===== src/rtl/mont_final_sub_pkg.sv =====
// Shared definitions for the Montgomery final conditional-subtract stage:
// state encoding, default widths and slice-count helpers.
package mont_pkg;

    localparam int NBITS_DEF = 256;
    localparam int WBITS_DEF = 64;

    typedef enum logic [1:0] {
        IDLE = 2'd0,
        SUB  = 2'd1,
        DONE = 2'd2
    } state_t;

    function automatic int nwords(input int nbits, input int wbits);
        return nbits / wbits;
    endfunction

    // A single-slice configuration still needs a one-bit index register.
    function automatic int idx_width(input int nw);
        return (nw > 1) ? $clog2(nw) : 1;
    endfunction

endpackage


===== src/rtl/mont_final_sub_if.sv =====
// Handshake bundle between the Montgomery sum adder, the final-subtract
// stage and its consumer.
interface mont_final_sub_if
    import mont_pkg::*;
#(
    parameter int NBITS = NBITS_DEF
);
    logic             in_valid;
    logic             in_ready;
    logic [NBITS-1:0] t;
    logic             t_cout;
    logic [NBITS-1:0] m;
    logic             out_valid;
    logic             out_ready;
    logic [NBITS-1:0] y;
    logic             subtracted;

    modport master (
        output in_valid, t, t_cout, m, out_ready,
        input  in_ready, out_valid, y, subtracted
    );

    modport slave (
        input  in_valid, t, t_cout, m, out_ready,
        output in_ready, out_valid, y, subtracted
    );
endinterface


===== src/rtl/mont_final_sub_add_3.sv =====
// Three-input adder (two operands plus carry-in) with carry-out; used here
// as the per-slice subtractor by feeding it an inverted operand.
module add_3 #(
    parameter int NBITS = 64
) (
    input  logic [NBITS-1:0] a,
    input  logic [NBITS-1:0] b,
    input  logic             c,
    output logic [NBITS-1:0] y,
    output logic             cout
);
    assign {cout, y} = {1'b0, a} + {1'b0, b} + (NBITS+1)'(c);
endmodule


===== src/rtl/mont_final_sub.sv =====
// Final conditional subtract of a Montgomery product: y = V - m if V >= m,
// otherwise t, with V = t_cout*2^NBITS + t, computed WBITS bits per cycle.
//
// state | meaning
// IDLE  | waiting for an operand, in_ready high
// SUB   | subtracting one WBITS slice per cycle, LSW first
// DONE  | result held on y/subtracted until out_ready
module mont_final_sub
    import mont_pkg::*;
#(
    parameter int NBITS = NBITS_DEF,
    parameter int WBITS = WBITS_DEF
) (
    input logic             clk,
    input logic             rst_n,
    mont_final_sub_if.slave bus
);
    localparam int NWORDS = nwords(NBITS, WBITS);
    localparam int IW     = idx_width(NWORDS);

    if (NBITS % WBITS != 0) begin : g_bad_width
        $error("mont_final_sub: NBITS must be an integer multiple of WBITS");
    end

    state_t           state;
    logic [NBITS-1:0] t_q;
    logic [NBITS-1:0] t_sh;
    logic [NBITS-1:0] m_sh;
    logic [NBITS-1:0] diff_q;
    logic [NBITS-1:0] diff_next;
    logic [NBITS-1:0] y_q;
    logic             tc_q;
    logic             carry_q;
    logic             sub_q;
    logic             out_valid_q;
    logic [IW-1:0]    idx_q;
    logic [WBITS-1:0] slice_sum;
    logic             slice_cout;
    logic             last;
    logic             sel;

    // t - m as t + ~m + 1; the carry register starts at 1 and ripples between slices.
    add_3 #(.NBITS(WBITS)) u_slice (
        .a    (t_sh[WBITS-1:0]),
        .b    (~m_sh[WBITS-1:0]),
        .c    (carry_q),
        .y    (slice_sum),
        .cout (slice_cout)
    );

    // Difference slices enter at the top so the LSW lands at bit 0 after NWORDS shifts.
    assign diff_next = (diff_q >> WBITS) | (NBITS'(slice_sum) << (NBITS - WBITS));
    assign last      = (idx_q == IW'(NWORDS - 1));
    assign sel       = tc_q | slice_cout;

    assign bus.in_ready   = (state == IDLE);
    assign bus.out_valid  = out_valid_q;
    assign bus.y          = y_q;
    assign bus.subtracted = sub_q;

    always_ff @(posedge clk or negedge rst_n) begin
        if (!rst_n) begin
            state       <= IDLE;
            t_q         <= '0;
            t_sh        <= '0;
            m_sh        <= '0;
            diff_q      <= '0;
            y_q         <= '0;
            tc_q        <= 1'b0;
            carry_q     <= 1'b1;
            sub_q       <= 1'b0;
            out_valid_q <= 1'b0;
            idx_q       <= '0;
        end else begin
            case (state)
                IDLE: begin
                    if (bus.in_valid) begin
                        t_q     <= bus.t;
                        t_sh    <= bus.t;
                        m_sh    <= bus.m;
                        tc_q    <= bus.t_cout;
                        diff_q  <= '0;
                        carry_q <= 1'b1;
                        idx_q   <= '0;
                        state   <= SUB;
                    end
                end
                SUB: begin
                    t_sh    <= t_sh >> WBITS;
                    m_sh    <= m_sh >> WBITS;
                    diff_q  <= diff_next;
                    carry_q <= slice_cout;
                    if (last) begin
                        y_q         <= sel ? diff_next : t_q;
                        sub_q       <= sel;
                        out_valid_q <= 1'b1;
                        idx_q       <= '0;
                        state       <= DONE;
                    end else begin
                        idx_q <= idx_q + 1'b1;
                    end
                end
                DONE: begin
                    if (bus.out_ready) begin
                        out_valid_q <= 1'b0;
                        state       <= IDLE;
                    end
                end
                default: state <= IDLE;
            endcase
        end
    end

endmodule


===== src/flat_wrapper.sv =====
// flat-port wrapper written by rule: the top's interface ports become plain ports
module mont_final_sub_flat import mont_pkg::*;
#(
    parameter int NBITS = NBITS_DEF,
    parameter int WBITS = WBITS_DEF
)
  (clk, rst_n, bus_in_valid, bus_t, bus_t_cout, bus_m, bus_out_ready, bus_in_ready, bus_out_valid, bus_y, bus_subtracted);
  mont_final_sub_if #(.NBITS(NBITS)) bus_i ();
  input logic clk;
  input logic rst_n;
  input wire logic [$bits(bus_i.in_valid)-1:0] bus_in_valid;
  input wire logic [$bits(bus_i.t)-1:0] bus_t;
  input wire logic [$bits(bus_i.t_cout)-1:0] bus_t_cout;
  input wire logic [$bits(bus_i.m)-1:0] bus_m;
  input wire logic [$bits(bus_i.out_ready)-1:0] bus_out_ready;
  output wire logic [$bits(bus_i.in_ready)-1:0] bus_in_ready;
  output wire logic [$bits(bus_i.out_valid)-1:0] bus_out_valid;
  output wire logic [$bits(bus_i.y)-1:0] bus_y;
  output wire logic [$bits(bus_i.subtracted)-1:0] bus_subtracted;
  assign bus_i.in_valid = bus_in_valid;
  assign bus_i.t = bus_t;
  assign bus_i.t_cout = bus_t_cout;
  assign bus_i.m = bus_m;
  assign bus_i.out_ready = bus_out_ready;
  assign bus_in_ready = bus_i.in_ready;
  assign bus_out_valid = bus_i.out_valid;
  assign bus_y = bus_i.y;
  assign bus_subtracted = bus_i.subtracted;
  mont_final_sub #(.NBITS(NBITS), .WBITS(WBITS)) u_core (.clk(clk), .rst_n(rst_n), .bus(bus_i));
endmodule

===== config.mk =====
export PLATFORM = sky130hd
export DESIGN_NAME = mont_final_sub_flat
export DESIGN_NICKNAME = d
export VERILOG_FILES = /design/src/rtl/mont_final_sub_pkg.sv /design/src/rtl/mont_final_sub_if.sv /design/src/rtl/mont_final_sub_add_3.sv /design/src/rtl/mont_final_sub.sv /design/src/flat_wrapper.sv
export SDC_FILE = /design/constraint.sdc
export NUM_CORES = 2
export LEC_CHECK = 0
export BUFFER_PORTS_ARGS = -buffer_cell sky130_fd_sc_hd__clkbuf_2
export CAP_MARGIN = 20
export CELL_PAD_IN_SITES_DETAIL_PLACEMENT = 0
export CELL_PAD_IN_SITES_GLOBAL_PLACEMENT = 1
export CORE_UTILIZATION = 39
export DETAILED_ROUTE_END_ITERATION = 12
export GPL_TIMING_DRIVEN = 0
export PLACE_DENSITY_LB_ADDON = 0.25
export SKIP_LAST_GASP = 1
export SYNTH_ARGS = -nofsm -noshare
export SYNTH_HDL_FRONTEND = slang
export SYNTH_SLANG_ARGS = --single-unit
export TNS_END_PERCENT = 50

===== constraint.sdc =====
create_clock -name clk -period 4 [get_ports clk]
set_clock_uncertainty 0.2 [all_clocks]
set_input_delay 0.8 -clock clk [delete_from_list [all_inputs] [get_ports clk]]
set_output_delay 0.8 -clock clk [all_outputs]
set_load 0.01 [all_outputs]

# == After elaboration in Yosys (flattened, before gate mapping) ==
# Cells that the tools add are included.
# word_totals
input_bits,517
memories,0
regBits,1288
out_inout_bits,259
elab_cells,50
latchBits,0
romBits,0
ram_bits,0
# op_classes
multipliers,0
addsub,3
magnitude_cmp,0
shift,0
n_bitwise,3
n_reduce_logical,8
div_mod_pow,0
muxes,19
n_eq_ne,6
# ops
op,count
256-bit case mux with 2 select lines,3
256-bit two-way mux,4
192-bit by 256-bit OR with 256-bit output,1
64-bit by 64-bit adder with 65-bit output,1
65-bit by 1-bit adder with 65-bit output,1
64-bit NOT,1
2-bit two-way mux,5
2-bit case mux with 3 select lines,1
2-bit AND reduction,3
3-bit AND reduction,2
2-bit equality test (second input constant),2
2-bit != test (second input constant),2
1-bit case mux with 2 select lines,2
2-bit case mux with 2 select lines,1
2-bit nonzero test,2
1-bit two-way mux,3
2-bit by 1-bit adder with 2-bit output (second input constant),1
2-bit by 1-bit equality test with 1-bit output (second input constant),1
2-bit logical NOT,1
2-bit by 1-bit != test with 1-bit output (second input constant),1
1-bit OR,1

# == Logic depth before layout (Yosys ltp) ==
# depth
ltp_word,5
ltp_mapped,16
ltp_nobuf,13

# == By module ==
# From an unflattened synthesis, not the netlist that was laid out.
# unflattened
cells_unflattened,5603
area_unflattened_um2,58384.7
# by_module_without_submodules
module,seq_area_each_um2,area_each_um2,cells_each,instances
mont_final_sub,30630.6,54748.8,5075,1
add_3,0.0,3636.0,528,1

# == Worst setup path after synthesis ==
# No wires, ideal clock.
# synth_timing
path_type,register to register
start,register u_core.carry_q
end,"register u_core.y_q[234], in the netlist u_core.bus.y[234]"
path_stages_with_launch,17
path_slack_ps,239
t_arrival_ps,3442
period_less_slack_ps,3761
t_required_ps,3681
setup_ps,119
path_buffers,3
cell_sequence,dfstp_2 -> inv_1 -> fa_1 -> fa_1 -> nand2b_1 -> a21oi_1 -> o32ai_4 -> a21oi_2 -> a221o_1 -> nand2_1 -> o311a_1 -> buf_2 -> buf_6 -> buf_2 -> nand2_1 -> o211ai_1 -> o21a_1
# synth_between
elab_chain_cells,3
elab_cells_between_ends,4
classes_between,add/sub: 1; mux: 1; bitwise: 2
# synth_rtl
element,line,rtl
start: declaration,mont_final_sub.sv:33,logic carry_q;
start signal: assignment,mont_final_sub.sv:92,carry_q <= slice_cout;
65-bit by 1-bit adder with 65-bit output (*),mont_final_sub_add_3.sv:12,"assign {cout, y} = {1'b0, a} + {1'b0, b} + (NBITS+1)'(c);"
192-bit by 256-bit OR with 256-bit output / 1-bit OR (equally long branches),"mont_final_sub.sv:52, mont_final_sub.sv:54",
256-bit two-way mux (*),mont_final_sub.sv:94,y_q <= sel ? diff_next : t_q;
end signal: assignment,mont_final_sub.sv:94,
end: declaration,mont_final_sub.sv:31,logic [NBITS-1:0] y_q;
# Mark *: on every way between the ends. The rest lies on a longest branch, timed or not.
# A chain may end at the register's enable or synchronous reset.

# == Final worst setup path ==
# layout_timing
start,register u_core.carry_q
end,"register u_core.y_q[180], in the netlist u_core.bus.y[180]"
# layout_between
elab_chain_cells,3
# layout_rtl
element,line,rtl
65-bit by 1-bit adder with 65-bit output,mont_final_sub_add_3.sv:12,
1-bit OR,mont_final_sub.sv:54,assign sel = tc_q | slice_cout;
256-bit two-way mux,mont_final_sub.sv:94,
# Every way passes these cells.

==> metrics.json <==
{
  "async_flop_share": {"value": 100, "unit": "%"},
  "cts.root.buffer_cell": {"value": "clkbuf_16"},
  "initialDrtViolationCount": {"value": 4130},
  "timing.hold.worst_endpoint": {"value": "u_core.m_sh[249]"},
  "data_arrival_at_the_endpoint_of_the_critical_path": {"value": 4.39, "unit": "ns"},
  "yosys_warnings": {"value": 0},
  "synth.most_common_cell": {"value": "nand2_1"},
  "layout_min_cycle_time": {"value": 3.97, "unit": "ns"},
  "routed-wl-met2": {"value": 110000, "unit": "microns"},
  "drc": {"value": 0},
  "grt.total_usage": {"value": 33.1, "unit": "%"},
  "report.final.slew_viol_count": {"value": 0},
  "rsz0062_at_grt": {"value": "true"},
  "setup-violations-final": {"value": 0},
  "number_of_instances_in_the_synthesized_netlist": {"value": 6061},
  "avgViaCountPerCell": {"value": 5.36},
  "floorplan.initialDensity": {"value": 39.3, "unit": "%"},
  "timing.critical_path.buf_inv": {"value": 5},
  "routedWlPerCell": {"value": 26.2, "unit": "microns"},
  "syn_area": {"value": 0.0540, "unit": "sq mm"},
  "clock_sinks": {"value": 1224},
  "worst_hold_slack": {"value": 0.0361, "unit": "ns"},
  "switching_share": {"value": 47.1, "unit": "%"},
  "fin_crit_sh": {"value": 99.2, "unit": "%"},
  "pwr-share-clk": {"value": 18.1, "unit": "%"},
  "synth_ff_type": {"value": "dfrtp_1"},
  "cts_tree": {"value": "built"},
  "wl_met3": {"value": 18200, "unit": "microns"},
  "first_global_vias": {"value": 48100},
  "drt_first_pass_iters": {"value": 6},
  "achievable-frequency": {"value": 252, "unit": "MHz"},
  "fin_setup_tns": {"value": 0, "unit": "ns"},
  "overflow_after_grt": {"value": 0},
  "p_int": {"value": 37700, "unit": "uW"},
  "critical_path.startpoint_type": {"value": "register"},
  "synth_enable_flop_cells": {"value": 0},
  "setup.worst_path.end_class": {"value": "register"},
  "dieHeight": {"value": 374, "unit": "microns"},
  "timing.critical_path.slowest_stage_cell": {"value": "dfstp_2"},
  "holdCritStartpoint": {"value": "bus_m[249]"},
  "maxSlewHeadroom": {"value": 29.0, "unit": "%"},
  "die_x": {"value": 374, "unit": "microns"},
  "synth_cell_type_count": {"value": 70},
  "drive_gt1_share": {"value": 16.4, "unit": "%"},
  "core_area": {"value": 0.137, "unit": "sq mm"},
  "worst-setup-path-type": {"value": "register to register"},
  "final_core_util": {"value": 48.3, "unit": "%"},
  "place.detailed.hpwl": {"value": 186000, "unit": "microns"},
  "synth.yosys.seq_area_share": {"value": 56.7, "unit": "%"},
  "p_per_area": {"value": 1070, "unit": "mW/mm^2"},
  "holdPathStages": {"value": 3},
  "drv_cap": {"value": 0},
  "worstMarginPinSlew": {"value": 1.06, "unit": "ns"},
  "wirelength": {"value": 234000, "unit": "microns"},
  "post-synth-top-area-fraction": {"value": 56.6, "unit": "%"},
  "htree_levels": {"value": 4},
  "route.vias.total": {"value": 48000},
  "grt_start_max_net_pins": {"value": 109},
  "worstHoldPathType": {"value": "input pin to register"},
  "cts-buffers-inserted": {"value": 139},
  "delay_heaviest_family_cp": {"value": "compound AO/OA/AOI/OAI gates"},
  "cp_data_required_time": {"value": 4.42, "unit": "ns"},
  "numPortBuffers": {"value": 775},
  "clkTransAtPathRegs": {"value": 0.06, "unit": "ns"},
  "worst_setup_path_start": {"value": "u_core.carry_q"},
  "design.die.area": {"value": 0.140, "unit": "sq mm"},
  "mapped_avg_cell_area": {"value": 8.91, "unit": "sq um"},
  "floorplan.io_pins": {"value": 776},
  "share_seq_of_total_power": {"value": 31.3, "unit": "%"},
  "setup.reg_to_reg.worst_slack": {"value": 0.03, "unit": "ns"},
  "grt_first_pass_wirelength": {"value": 334000, "unit": "microns"},
  "gp_congestion": {"value": 0.930},
  "finalNetCount": {"value": 7620},
  "top_layer_used": {"value": "met5"},
  "r2r-end": {"value": "u_core.bus.y[180]"},
  "irDropWorstVdd": {"value": 0.000403, "unit": "V"},
  "synth_nets": {"value": 6644},
  "critPathMostFrequentCell": {"value": "fa_2"},
  "detail_route.wirelength.met1": {"value": 97800, "unit": "microns"},
  "power_switching": {"value": 33600, "unit": "uW"},
  "worst_r2r_path_depth": {"value": 16},
  "leakage": {"value": 0.0325, "unit": "uW"},
  "power.share.combinational": {"value": 50.6, "unit": "%"},
  "postSynthRegisterBits": {"value": 1224},
  "cp_cell_sequence": {"value": "inv_2 > fa_2 > fa_2 > nand2b_4 > a21oi_4 > o32ai_4 > a21oi_2 > a221o_1 > nand2_2 > o311a_1 > buf_6 > buf_12 > buf_16 > buf_8 > mux2i_2 > o21ai_1"},
  "rows": {"value": 136},
  "postRouteAntennaNets": {"value": 0},
  "synth_commonest_cells": {"value": "nand2_1, dfrtp_1, nor2_1, a31oi_1, clkbuf_1"},
  "clockBufferDepth": {"value": 3},
  "yosys.area.top_type": {"value": "dfrtp_1"},
  "clk_latency_worst_skew_pair": {"value": 0.80, "unit": "ns"},
  "yosys-top-cells-area": {"value": "dfrtp_1, nand2_1, a31oi_1, mux2i_1, o21ai_0"},
  "outcome": {"value": "completed"},
  "path_max_fanout": {"value": 10},
  "regToRegStartpoint": {"value": "u_core.carry_q"},
  "timing.final.hold_violations": {"value": 0},
  "max_stage_delay": {"value": 0.52, "unit": "ns"},
  "area.growth.synth_to_final": {"value": 22.8, "unit": "%"},
  "antenna_found_initial": {"value": 43}
}
==> kinds of logic after synthesis <==
family	count (synthesis)	share of synthesized area [%]
compound gates	1218	13.2
xor+xnor	59	0.956
fa+ha+maj	66	1.56
buf+inv	515	4.07
flops	1224	56.7
mux	199	3.69
simple gates	2780	19.9
==> area by class of cell <==
class                           count  area (sq um)
Timing Repair Buffer              837          4950
Multi-Input combinational cell   4322         21600
Fill cell                       13600         71100
Inverter                           97           364
Antenna cell                        8          20.0
Clock inverter                     39           522
Tap cell                         1794          2240
Sequential cell                  1224         30600
Clock buffer                      208          4030
Buffer                            416          1940
==> metrics by stage <==
step | instances | total power, uW | instance area (sq um) | worst slack, ns
after detailed placement | 8659 | 56500 | 60900 | -1.26
after floorplan | 6061 | 42200 | 54000 | 0.239
after CTS | 8934 | 70800 | 66200 | -0.00771
after global placement | 8630 | 55900 | 60200 | -28.77
after global routing | 8937 | 75500 | 66300 | -0.0651
final | 8945 | 71300 | 66300 | 0.0309
==> flip-flops by register name, indices dropped and copies added, names as in the netlist <==
name and flops:
u_core.carry_q 1, u_core.tc_q 1, u_core.bus.out_valid 1, u_core.t_q 256, u_core.diff_q 192, u_core.bus.y 256, u_core.idx_q 2, u_core.m_sh 256
u_core.state 2, u_core.t_sh 256, u_core.bus.subtracted 1
==> timing repair <==
item                                   CTS  global route
setup buffers                            5             2
setup endpoints to repair              272           253
pin swaps                                7             7
endpoints found under the hold margin  114             0
hold buffers                            22             0
cloned                                   2             1
gates resized for setup                 93            30
==> worst max-delay path by stage <==
stage	end	cells after the start
floorplan	u_core.bus.y[234]	16
global placement	u_core.m_sh[223]	1
detailed placement	u_core.state[1]	9
CTS	u_core.bus.y[250]	13
global route	u_core.bus.y[180]	16
finish	u_core.bus.y[180]	16
==> tightest hold or removal path, cell delays in order <==
cell	delay [ns]
clkbuf_2	0.08
nand2_1	0.04
o21ai_0	0.06
==> metal layers <==
| layer | track usage, % | vias up |
|---|---|---|
| met2 | 53.9 | 1859 |
| met1 | 43.2 | 23600 |
| met5 | 0 | - |
| met3 | 7.83 | 377 |
| li1 | - | 22100 |
| met4 | 11.2 | 52 |
==> placed cells by master, fill, tap and decap left out, drive strengths merged, types with 4 or more instances in the layout <==
cell type and instances:
nand2 2153, clkbuf 1350, dfrtp 1223, o21ai 549, nor2 472, a31oi 390
mux2i 199, a21oi 136, inv 104, buf 87, nand3 84, ha 64
xnor2 30, o21a 29, xor2 29, a21o 28, clkinv 26, dlygate4sd3 22
o211ai 19, nor3 17, nand4 13, o21bai 12, and3 10, nand2b 10
diode 8, and2 7, a211o 6, o31ai 6, nor2b 5, a211oi 5
o221ai 4, a21boi 4, bufinv 4, nor4 4
==> power by group through the flow <==
stage	clock network [uW]	logic (uW)	registers, uW
after global routing	13500	39200	22900
after CTS	13000	35700	22200
after floorplan	0	21000	21200
final	12900	36100	22300
after global placement	0	33700	22200
after detailed placement	0	34300	22200
Power figures use the tool's default switching activity.
